### src/rtl/vga_timing_gen.sv
// vga_timing_gen: pixel-enabled VGA raster counters with registered sync, blank, de and start strobes
module vga_timing_gen #(
  parameter int CW       = 11,
  parameter int H_ACTIVE = 800,
  parameter int H_FP     = 40,
  parameter int H_SYNC   = 128,
  parameter int H_BP     = 88,
  parameter int V_ACTIVE = 600,
  parameter int V_FP     = 1,
  parameter int V_SYNC   = 4,
  parameter int V_BP     = 23,
  parameter bit HS_POL   = 1'b1,
  parameter bit VS_POL   = 1'b1
) (
  input  logic          pclk,
  input  logic          rst,
  input  logic          ce,
  output logic [CW-1:0] hcount,
  output logic [CW-1:0] vcount,
  output logic          hsync,
  output logic          vsync,
  output logic          hblnk,
  output logic          vblnk,
  output logic          de,
  output logic          line_start,
  output logic          frame_start
);
  localparam int H_TOTAL = H_ACTIVE + H_FP + H_SYNC + H_BP;
  localparam int V_TOTAL = V_ACTIVE + V_FP + V_SYNC + V_BP;
  localparam logic [CW-1:0] H_LAST = CW'(H_TOTAL - 1);
  localparam logic [CW-1:0] V_LAST = CW'(V_TOTAL - 1);
  localparam logic [CW-1:0] H_ACT  = CW'(H_ACTIVE);
  localparam logic [CW-1:0] V_ACT  = CW'(V_ACTIVE);
  localparam logic [CW-1:0] HS_BEG = CW'(H_ACTIVE + H_FP);
  localparam logic [CW-1:0] HS_END = CW'(H_ACTIVE + H_FP + H_SYNC - 1);
  localparam logic [CW-1:0] VS_BEG = CW'(V_ACTIVE + V_FP);
  localparam logic [CW-1:0] VS_END = CW'(V_ACTIVE + V_FP + V_SYNC - 1);
  if (H_TOTAL > (1 << CW) || V_TOTAL > (1 << CW) || H_ACTIVE == 0 || H_FP == 0 || H_SYNC == 0 ||
      H_BP == 0 || V_ACTIVE == 0 || V_FP == 0 || V_SYNC == 0 || V_BP == 0) begin : g_bad_params
    $error("vga_timing_gen: totals exceed counter width or a phase length is zero");
  end
  logic [CW-1:0] r_hc, r_vc;
  logic w_hend, w_vend, w_hb, w_vb;
  always_comb begin
    w_hend = r_hc == H_LAST;
    w_vend = r_vc == V_LAST;
    w_hb   = r_hc >= H_ACT;
    w_vb   = r_vc >= V_ACT;
  end
  // outputs decode the pre-increment position, so they trail the counters by one ce-cycle
  always_ff @(posedge pclk) begin
    if (rst) begin
      r_hc        <= '0;
      r_vc        <= '0;
      hcount      <= '0;
      vcount      <= '0;
      hsync       <= ~HS_POL;
      vsync       <= ~VS_POL;
      hblnk       <= 1'b0;
      vblnk       <= 1'b0;
      de          <= 1'b0;
      line_start  <= 1'b0;
      frame_start <= 1'b0;
    end else begin
      line_start  <= ce && r_hc == '0;
      frame_start <= ce && r_hc == '0 && r_vc == '0;
      if (ce) begin
        r_hc   <= w_hend ? '0 : r_hc + 1'b1;
        r_vc   <= w_hend ? (w_vend ? '0 : r_vc + 1'b1) : r_vc;
        hcount <= r_hc;
        vcount <= r_vc;
        hsync  <= (r_hc >= HS_BEG && r_hc <= HS_END) ? HS_POL : ~HS_POL;
        vsync  <= (r_vc >= VS_BEG && r_vc <= VS_END) ? VS_POL : ~VS_POL;
        hblnk  <= w_hb;
        vblnk  <= w_vb;
        de     <= !w_hb && !w_vb;
      end
    end
  end
endmodule

### config.mk
export PLATFORM = sky130hd
export DESIGN_NAME = vga_timing_gen
export DESIGN_NICKNAME = d
export VERILOG_FILES = /design/src/rtl/vga_timing_gen.sv
export SDC_FILE = /design/constraint.sdc
export NUM_CORES = 1
export LEC_CHECK = 0
export ABC_AREA = 1
export CORE_MARGIN = 5
export CORE_UTILIZATION = 40
export CTS_CLUSTER_DIAMETER = 200
export DETAILED_ROUTE_END_ITERATION = 10
export MAX_ROUTING_LAYER = met4
export PLACE_DENSITY = 0.63
export RECOVER_POWER = 25
export SETUP_SLACK_MARGIN = 0.2
export SYNTH_ARGS = -nofsm -noshare
export SYNTH_HDL_FRONTEND = slang
export SYNTH_SLANG_ARGS = --single-unit
export TNS_END_PERCENT = 50
### constraint.sdc
create_clock -name pclk -period 1.3 [get_ports pclk]
set_input_delay 0.26 -clock pclk [delete_from_list [all_inputs] [get_ports pclk]]
set_output_delay 0.26 -clock pclk [all_outputs]
set_load 0.005 [all_outputs]
==> metrics, run 1 <==
area delta synth->final=47.2%; initial core utilization=40.8%; top_reg_cell synth=dfxtp_1; CP Buf/Inv Count=2; H-tree lvl count=2; share of the synthesized area in the top cell type=42.8%; critical path launch point=r_hc[1]; vias=about 2500; Cell Area, Placed=3160 um2; Final TNS setup=-1660 ps; Fillers=542; fin crit period=between 1000 and 1500 ps; design area=3510 um2; Pwr Density=844 nW/um2; count leader, synth=nand2_1; CP max-delay cell=dfxtp_2; worst hold path type=flop to flop; fraction of registers with async set/reset=0%; leak pwr=around 1.5 nW; Hold Vio Cnt, Final=0; Port Buffers=31; Place WS=-305 ps; Remaining DRCs=0; RePlAce Congestion=between 0.8 and 0.9; I/O Pins=32; clock skew=1.85 ps; Worst-Skew Late Latency=roughly 310 ps; Setup Viol. Count Final=18; nets@finish=424; Vias/cell=5.07; TritonCTS clock tree=yes; chip height=between 80 and 90 um; Post-Syn Area=~2400 um2; Critical Path Stages=9; Slew headroom=approximately 75%; CP Capture Type=flop; top cells by area, synth=dfxtp_1, nand2_1, a21oi_1; n_diodes=0; floorplan core area=about 5900 um2; gr ovfl total=0; number of synthesized flops with an enable pin=0; largest net degree at the start of global routing=29; # clock sinks=51; Worst Path Arrival=1620 ps; Crit path top cell by count=nor2_4; failing checks=negative setup slack; global-route wire length before repair=between 10000 and 15000 um; final wirelength=6920 um; CTS Buf Count=5; crit start category=flop; critical path's top delay family=simple AND/OR/NAND/NOR gates; number of global-route vias before repair=2468; share of layout cells above drive strength 1=46.6%; dpl hpwl=4880 um; R2R Path Start=r_hc[1]; flop-to-flop setup slack=-130 ps; max_cap viols=0; clk slew on worst S/H paths=90 ps; floorplan row count=28; Max FO, Critical Path=8; worst setup margin=-131 ps; post-synth top area cell=dfxtp_1; Synth Register Bits=between 50 and 60; WL per Instance=~14 um; CP endpoint=r_vc[7]; R2R depth=9; clock buffer depth=2; max-slew violations=0; 1st-iter DRT viols=115; Distinct cells, synth=31; Post-synth top cells=nand2_1, dfxtp_1, nor2_1; critical path type=flop to flop; peak supply drop=0.597 mV; Net Count, Synth=340; sequential area share after synthesis=42.8%; slowest stage delay, CP=about 360 ps; endpoint of the worst-slack reg-to-reg timing path=r_vc[7]; Final period util=110%; initial antenna violation count=0; YS warnings=0; Die Width=87.2 um; RSZ-0062 raised after global routing=yes; outcome=finished with violations; Post-Syn Instances=332; Worst-Margin Slew=376 ps; hold slack=467 ps; Pre-antenna DRT Iters=4; Final Total Pwr=2.96 mW; root buf cell=clkbuf_8; post-detailed-route count of antenna-violating nets=0; die area=7610 um2; Overall Global Routing Usage=18.7%; Syn Area/Cell=7.18 um2; worst path cell trace=ha_4 > nand2_4 > nor2_4 > nand3_4 > nor2_4 > buf_12 > inv_8 > nand2_1 > a21oi_1; Required @ worst endpoint=1490 ps; maximum clock rate=699 MHz
[placed cells by master (no fill, tap or decap), types with 5 or more instances in the layout]
master and count:
xor2_1 7, nor2_4 5, nand3_1 15, nor2_1 32, nand2_2 10, dfxtp_2 30, buf_6 10, buf_2 21
a21oi_2 7, inv_1 23, buf_4 43, nand3_2 10, nand2_1 49, nor2_2 10, nand4_1 6, o21ai_0 22
dfxtp_1 19, inv_2 6, a21oi_1 29, clkbuf_2 9, clkbuf_8 5
[worst min-delay path by stage]
stage / cells past startpoint / startpoint / slack, ps / end
3_5_place_dp: 2 / de / 460 / de
5_1_grt: 2 / de / 510 / de
4_1_cts: 2 / de / 470 / de
2_1_floorplan: 2 / ce / 440 / hcount[7]
6_report: 2 / de / 470 / de
3_3_place_gp: 2 / hcount[7] / 460 / hcount[7]
[routing by layer]
| metal | vias up | GRT usage (%) | routed length, um |
|---|---|---|---|
| li1 | 1261 | - | - |
| met3 | 15 | 2.84 | 198 |
| met1 | 1166 | 21.5 | 2930 |
| met4 | 0 | 7.25 | 178 |
| met5 | - | - | 0 |
| met2 | 45 | 32.7 | 3610 |
[stage by stage]
step	utilization [%]	instances
6_report	60.0	491
5_1_grt	60.0	491
4_1_cts	57.1	485
3_5_place_dp	53.9	475
3_3_place_gp	53.9	475
2_1_floorplan	-	332
[kinds of logic (layout without fill, tap and decap cells)]
logic type | count (synthesis) | in the layout | share of synthesized area (%)
buffers and inverters | 43 | 127 | 7.40
AND/OR/NAND/NOR | 157 | 157 | 29.8
AO/OA/AOI/OAI | 69 | 69 | 14.8
XOR/XNOR | 7 | 7 | 2.57
flip-flops | 51 | 51 | 42.8
adder cells (fa/ha/maj) | 5 | 5 | 2.62
[sequential cells by signal (all words and copies together) (netlist names)]
name         count
hcount          11
r_hc            11
r_vc            11
vcount          11
de               1
frame_start      1
hblnk            1
hsync            1
line_start       1
vblnk            1
vsync            1
[timing repair]
action,CTS,global route
resized for setup,142,87
pin swaps,8,22
setup endpoints to repair,74,56
setup buffers,3,6
hold buffers,0,0
[final cells by class]
type,count,area (um2),share of cell area (%)
Multi-Input combinational cell,238,1440,41.1
Timing Repair Buffer,90,683,19.5
Inverter,30,120,3.42
Clock inverter,1,30.0,0.856
Clock buffer,6,72.6,2.07
Tap cell,75,93.8,2.67
Sequential cell,51,1070,30.4
[power breakdown]
group / internal, mW / switching (mW) / total, mW
Sequential: 1.61 / 0.0248 / 1.64
Combinational: 0.117 / 0.139 / 0.256
Clock: 0.565 / 0.505 / 1.07
Total: 2.30 / 0.669 / 2.96
[worst reg2reg max path, cell delays in order (launching register included)]
cell and delay (ps):
dfxtp_2 360, ha_4 150, nand2_4 70, nor2_4 160, nand3_4 120, nor2_4 160, buf_12 150, inv_8 60
nand2_1 50, a21oi_1 50
Power figures use the tool's default switching activity.
==> run 2, diff against run 1 <==
Settings changed: CORE_UTILIZATION 40 to 49, CTS_CLUSTER_DIAMETER 200 to 60, PLACE_DENSITY 0.63 to 0.74.
==> metrics, run 2 (synthesized netlist as in run 1, its figures left out) <==
clk slew on worst S/H paths=around 90 ps; sw frac=23.5%; Seq pwr share=roughly 57%; max-slew violations=0; Final period util=114%; design area=around 3400 um2; worst path cell trace=ha_4 > nand2_4 > buf_12 > nor3_4 > buf_4 > nand3_1 > o21ai_1 > a21oi_1; Critical Path Stages=8; Worst-Margin Slew=374 ps; gr ovfl total=0; 1st-iter DRT viols=114; global-route wire length before repair=10800 um; Max FO, Critical Path=4; Worst Path Arrival=roughly 1700 ps; final wirelength=6760 um; nets@finish=approximately 420; Overall Global Routing Usage=between 20% and 30%; outcome=finished with violations; n_diodes=0; # clock sinks=51; max_cap viols=0; maximum clock rate=approximately 680 MHz; post-detailed-route count of antenna-violating nets=0; cts hold-fix bufs=0; clock skew=about 5.8 ps; critical path's top delay family=flip-flops; floorplan core area=4720 um2; WL per Instance=14.0 um; R2R depth=8; die area=6360 um2; failing checks=negative setup slack; Hold Vio Cnt, Final=0; crit start category=flop; floorplan row count=25; Final Total Pwr=2.90 mW; number of global-route vias before repair=around 2400; Cell Area, Placed=3160 um2; H-tree lvl count=2; initial antenna violation count=0; largest net degree at the start of global routing=30; CP Capture Type=flop; Pwr Density=857 nW/um2; dpl hpwl=between 4000 and 5000 um; Cell Int Power=2.22 mW; CTS Buf Count=5; combinational power share=a little under 9%; leak pwr=between 1 and 1.5 nW; vias=2484; CP Buf/Inv Count=2; fin crit period=1480 ps; Clk pwr share=34.6%; I/O Pins=32; commonest non-fill, non-tap cell in the layout=nand2_1; initial core utilization=50.5%; root buf cell=clkbuf_8; Vias/cell=5.13; Remaining DRCs=0; area delta synth->final=41.7%; critical path type=flop to flop; TritonCTS clock tree=yes; commonest non-fill, non-tap cells in the layout=nand2_1, buf_4, a21oi_1; RSZ-0062 raised after global routing=yes; Setup Viol. Count Final=18; Slew headroom=~75%; Worst-Skew Late Latency=300 ps; peak supply drop=0.670 mV; worst hold path type=flop to flop; Die Width=~80 um; RePlAce Congestion=0.968; slowest stage delay, CP=370 ps; clock buffer depth=2; Pre-antenna DRT Iters=4; Port Buffers=31; hold path cells=2; Required @ worst endpoint=approximately 1500 ps; P_sw=680 uW; CP max-delay cell=dfxtp_4; chip height=roughly 80 um; worst setup margin=-178 ps; share of layout cells above drive strength 1=around 43%; Layout Utilization=71.5%
-- run 2: power by group through the flow --
stage               Clock [mW]  Sequential (mW)  Combinational [mW]
floorplan                    0             1.68               0.106
global placement             0             1.67               0.263
detailed placement           0             1.67               0.269
CTS                       1.01             1.64               0.254
global route              1.08             1.65               0.277
finish                    1.00             1.64               0.251
-- run 2: metrics by stage --
| step | setup TNS [ps] | setup slack, ps | hold WS [ps] | instances |
|---|---|---|---|---|
| after floorplan | 0 | 4.27 | 444 | 332 |
| after global placement | -8480 | -353 | 457 | 467 |
| after detailed placement | -10430 | -386 | 455 | 467 |
| after CTS | -1120 | -105 | 464 | 479 |
| after global routing | -4200 | -245 | 477 | 484 |
| final | -1850 | -178 | 464 | 484 |
-- run 2: layout make-up --
cell class	count	area, um2
Tap cell	67	83.8
Inverter	30	120
Clock buffer	8	100
Sequential cell	51	1070
Multi-Input combinational cell	238	1360
Fill cell	378	1340
Timing Repair Buffer	90	643
-- run 2: worst paths after layout --
path	start	to	slack, ps
setup / recovery	r_hc[0]	r_vc[2]	-180
hold / removal	hcount[0]	hcount[0]	460
setup reg to reg	r_hc[0]	r_vc[2]	-180
hold reg to reg	hcount[0]	hcount[0]	460
-- run 2: worst reg2reg max path: cells and delay by family (launching register included) --
family / cells / cell delay (ps)
adder cells (fa/ha/maj): 1 / 140
AO/OA/AOI/OAI: 2 / 200
buffers and inverters: 2 / 310
flip-flops: 1 / 370
AND/OR/NAND/NOR: 3 / 350
-- run 2: what timing repair did --
item | CTS | global route
setup buffers | 4 | 5
endpoints found under the setup margin | 67 | 65
pin swaps | 3 | 7
resized for setup | 110 | 78
-- run 2: per-layer routing --
layer  GRT usage [%]  routed length, um
met5               -                  0
met2            39.5               3540
met4            7.94                146
met3            3.72                206
met1            24.5               2860
==> run 3, diff against run 2 <==
Settings changed: CORE_MARGIN 5 to default.
==> metrics, run 3 (synthesized netlist as in run 1, its figures left out) <==
Pwr Density=792 nW/um2; Final Non-Filler Cells=between 400 and 500; 1st-iter DRT viols=180; P_sw=659 uW; worst setup margin=-180 ps; R2R Path Start=r_hc[0]; Setup Viol. Count Final=24; clock skew=between 4 and 5 ps; worst path cell trace=ha_4 > nand2_4 > buf_6 > nor3_4 > buf_6 > nand3_2 > xor2_1 > nor2_1; chip height=71.8 um; endpoint of the worst-slack reg-to-reg timing path=r_hc[6]; failing checks=negative setup slack; fin crit period=1480 ps; max-slew violations=0; area delta synth->final=45.3%; outcome=finished with violations; nets@finish=420; hold path cells=2; CTS Buf Count=5; Port Buffers=31; post-detailed-route count of antenna-violating nets=0; Worst-Skew Late Latency=around 300 ps; # clock sinks=51; Slew headroom=between 70% and 80%; Required @ worst endpoint=1480 ps; largest net degree at the start of global routing=29; RePlAce Congestion=0.879; placed insts=around 450; maximum clock rate=676 MHz; Worst-Margin Slew=443 ps; gr ovfl total=0; Storage cell area=approximately 1100 um2; I/O Pins=32; Cell Int Power=2.09 mW; sw frac=approximately a quarter; Clk pwr share=a little over 30%; number of global-route vias before repair=2351; Seq pwr share=between 50% and 60%; R2R depth=8; die area=5150 um2; cts hold-fix bufs=0; initial core utilization=around half; Crit path top cell by count=buf_6; commonest non-fill, non-tap cells in the layout=nand2_1, buf_4, dfxtp_2; worst hold endpoint=hcount[7]; peak supply drop=0.524 mV; Place WS=-376 ps; share of layout cells above drive strength 1=roughly half; Overall Global Routing Usage=27.0%; combinational power share=9.2%; n_diodes=0; Pre-antenna DRT Iters=6; CP Capture Type=flop; clk slew on worst S/H paths=roughly 80 ps; Fillers=365; WL per Instance=15.7 um; global-route wire length before repair=about 11000 um; Vias/cell=5.60; Max FO, Critical Path=3; dpl hpwl=4640 um; flop-to-flop setup slack=-180 ps; area of the multi-input gates=1510 um2; H-tree lvl count=2; Hold Startpoint=hcount[7]; root buf cell=clkbuf_8; critical path type=flop to flop; floorplan row count=25; slowest stage delay, CP=360 ps; leak pwr=between 1 and 1.5 nW; Remaining DRCs=0; max_cap viols=0; floorplan core area=4690 um2; crit start category=flop; initial antenna violation count=0; RSZ-0062 raised after global routing=yes; CP max-delay cell=dfxtp_2; critical path's top delay family=simple AND/OR/NAND/NOR gates; Die Width=between 70 and 80 um; final wirelength=7280 um; Final period util=114%; Hold Vio Cnt, Final=0; commonest non-fill, non-tap cell in the layout=nand2_1; vias=2603; Worst Path Arrival=1660 ps; worst hold path type=flop to flop; clock buffer depth=2; TritonCTS clock tree=yes; CP Buf/Inv Count=2
run 3: cell count changes in the layout (fill, tap and decap cells not counted), sizes merged:
cell           delta
buf              -11
clkbuf            +4
clkdlybuf4s15     +1
dlygate4sd2       -1
dlymetal6s2s      +1
run 3: power groups by stage:
stage          clock network (mW)  registers, mW  logic, mW
4_1_cts                     0.858           1.64      0.245
3_5_place_dp                    0           1.67      0.264
6_report                    0.851           1.64      0.252
5_1_grt                     0.948           1.65      0.280
2_1_floorplan                   0           1.68      0.106
3_3_place_gp                    0           1.67      0.259
run 3: metrics by stage:
step | hold WS, ps | setup TNS [ps] | power, mW | area (um2) | util (%)
detailed placement | 453 | -9940 | 1.94 | 3110 | 66.3
global route | 482 | -4620 | 2.88 | 3470 | 73.9
floorplan | 444 | 0 | 1.78 | 2410 | -
CTS | 465 | -1190 | 2.75 | 3250 | 69.3
finish | 463 | -2440 | 2.75 | 3470 | 73.9
global placement | 450 | -8720 | 1.93 | 3110 | 66.3
run 3: how the worst max path moves through the flow:
stage	endpoint	depth (start not counted)	from	slack [ps]
global placement	r_hc[10]	8	ce	-320
detailed placement	r_vc[5]	7	ce	-380
floorplan	r_vc[7]	8	r_hc[1]	4
CTS	r_vc[5]	9	r_hc[1]	-110
global route	r_vc[7]	9	r_hc[0]	-230
finish	r_hc[6]	8	r_hc[0]	-180
run 3: what timing repair did:
item / CTS / global route
gates cloned: 0 / 0
endpoints found under the setup margin: 66 / 76
buffers inserted: 1 / 5
pin swaps: 7 / 33
gates resized for setup: 100 / 121
run 3: worst min-delay path, stage by stage (launching register included):
cell     delay (ps)
dfxtp_2         320
nand2_1          50
a21oi_1          50
run 3: area by class of cell:
cell class | instances | share of cell area (%)
Timing Repair Buffer | 86 | 18.1
Clock buffer | 6 | 2.09
Multi-Input combinational cell | 238 | 43.5
Sequential cell | 51 | 30.9
Inverter | 30 | 3.47
Tap cell | 54 | 1.95
run 3: metal layers:
layer | vias to the layer above | track usage [%] | wire length [um]
li1 | 1251 | - | -
met1 | 1241 | 30.2 | 2900
met2 | 84 | 46.3 | 3830
met3 | 27 | 4.78 | 288
met4 | 0 | 13.5 | 265
met5 | - | - | 0
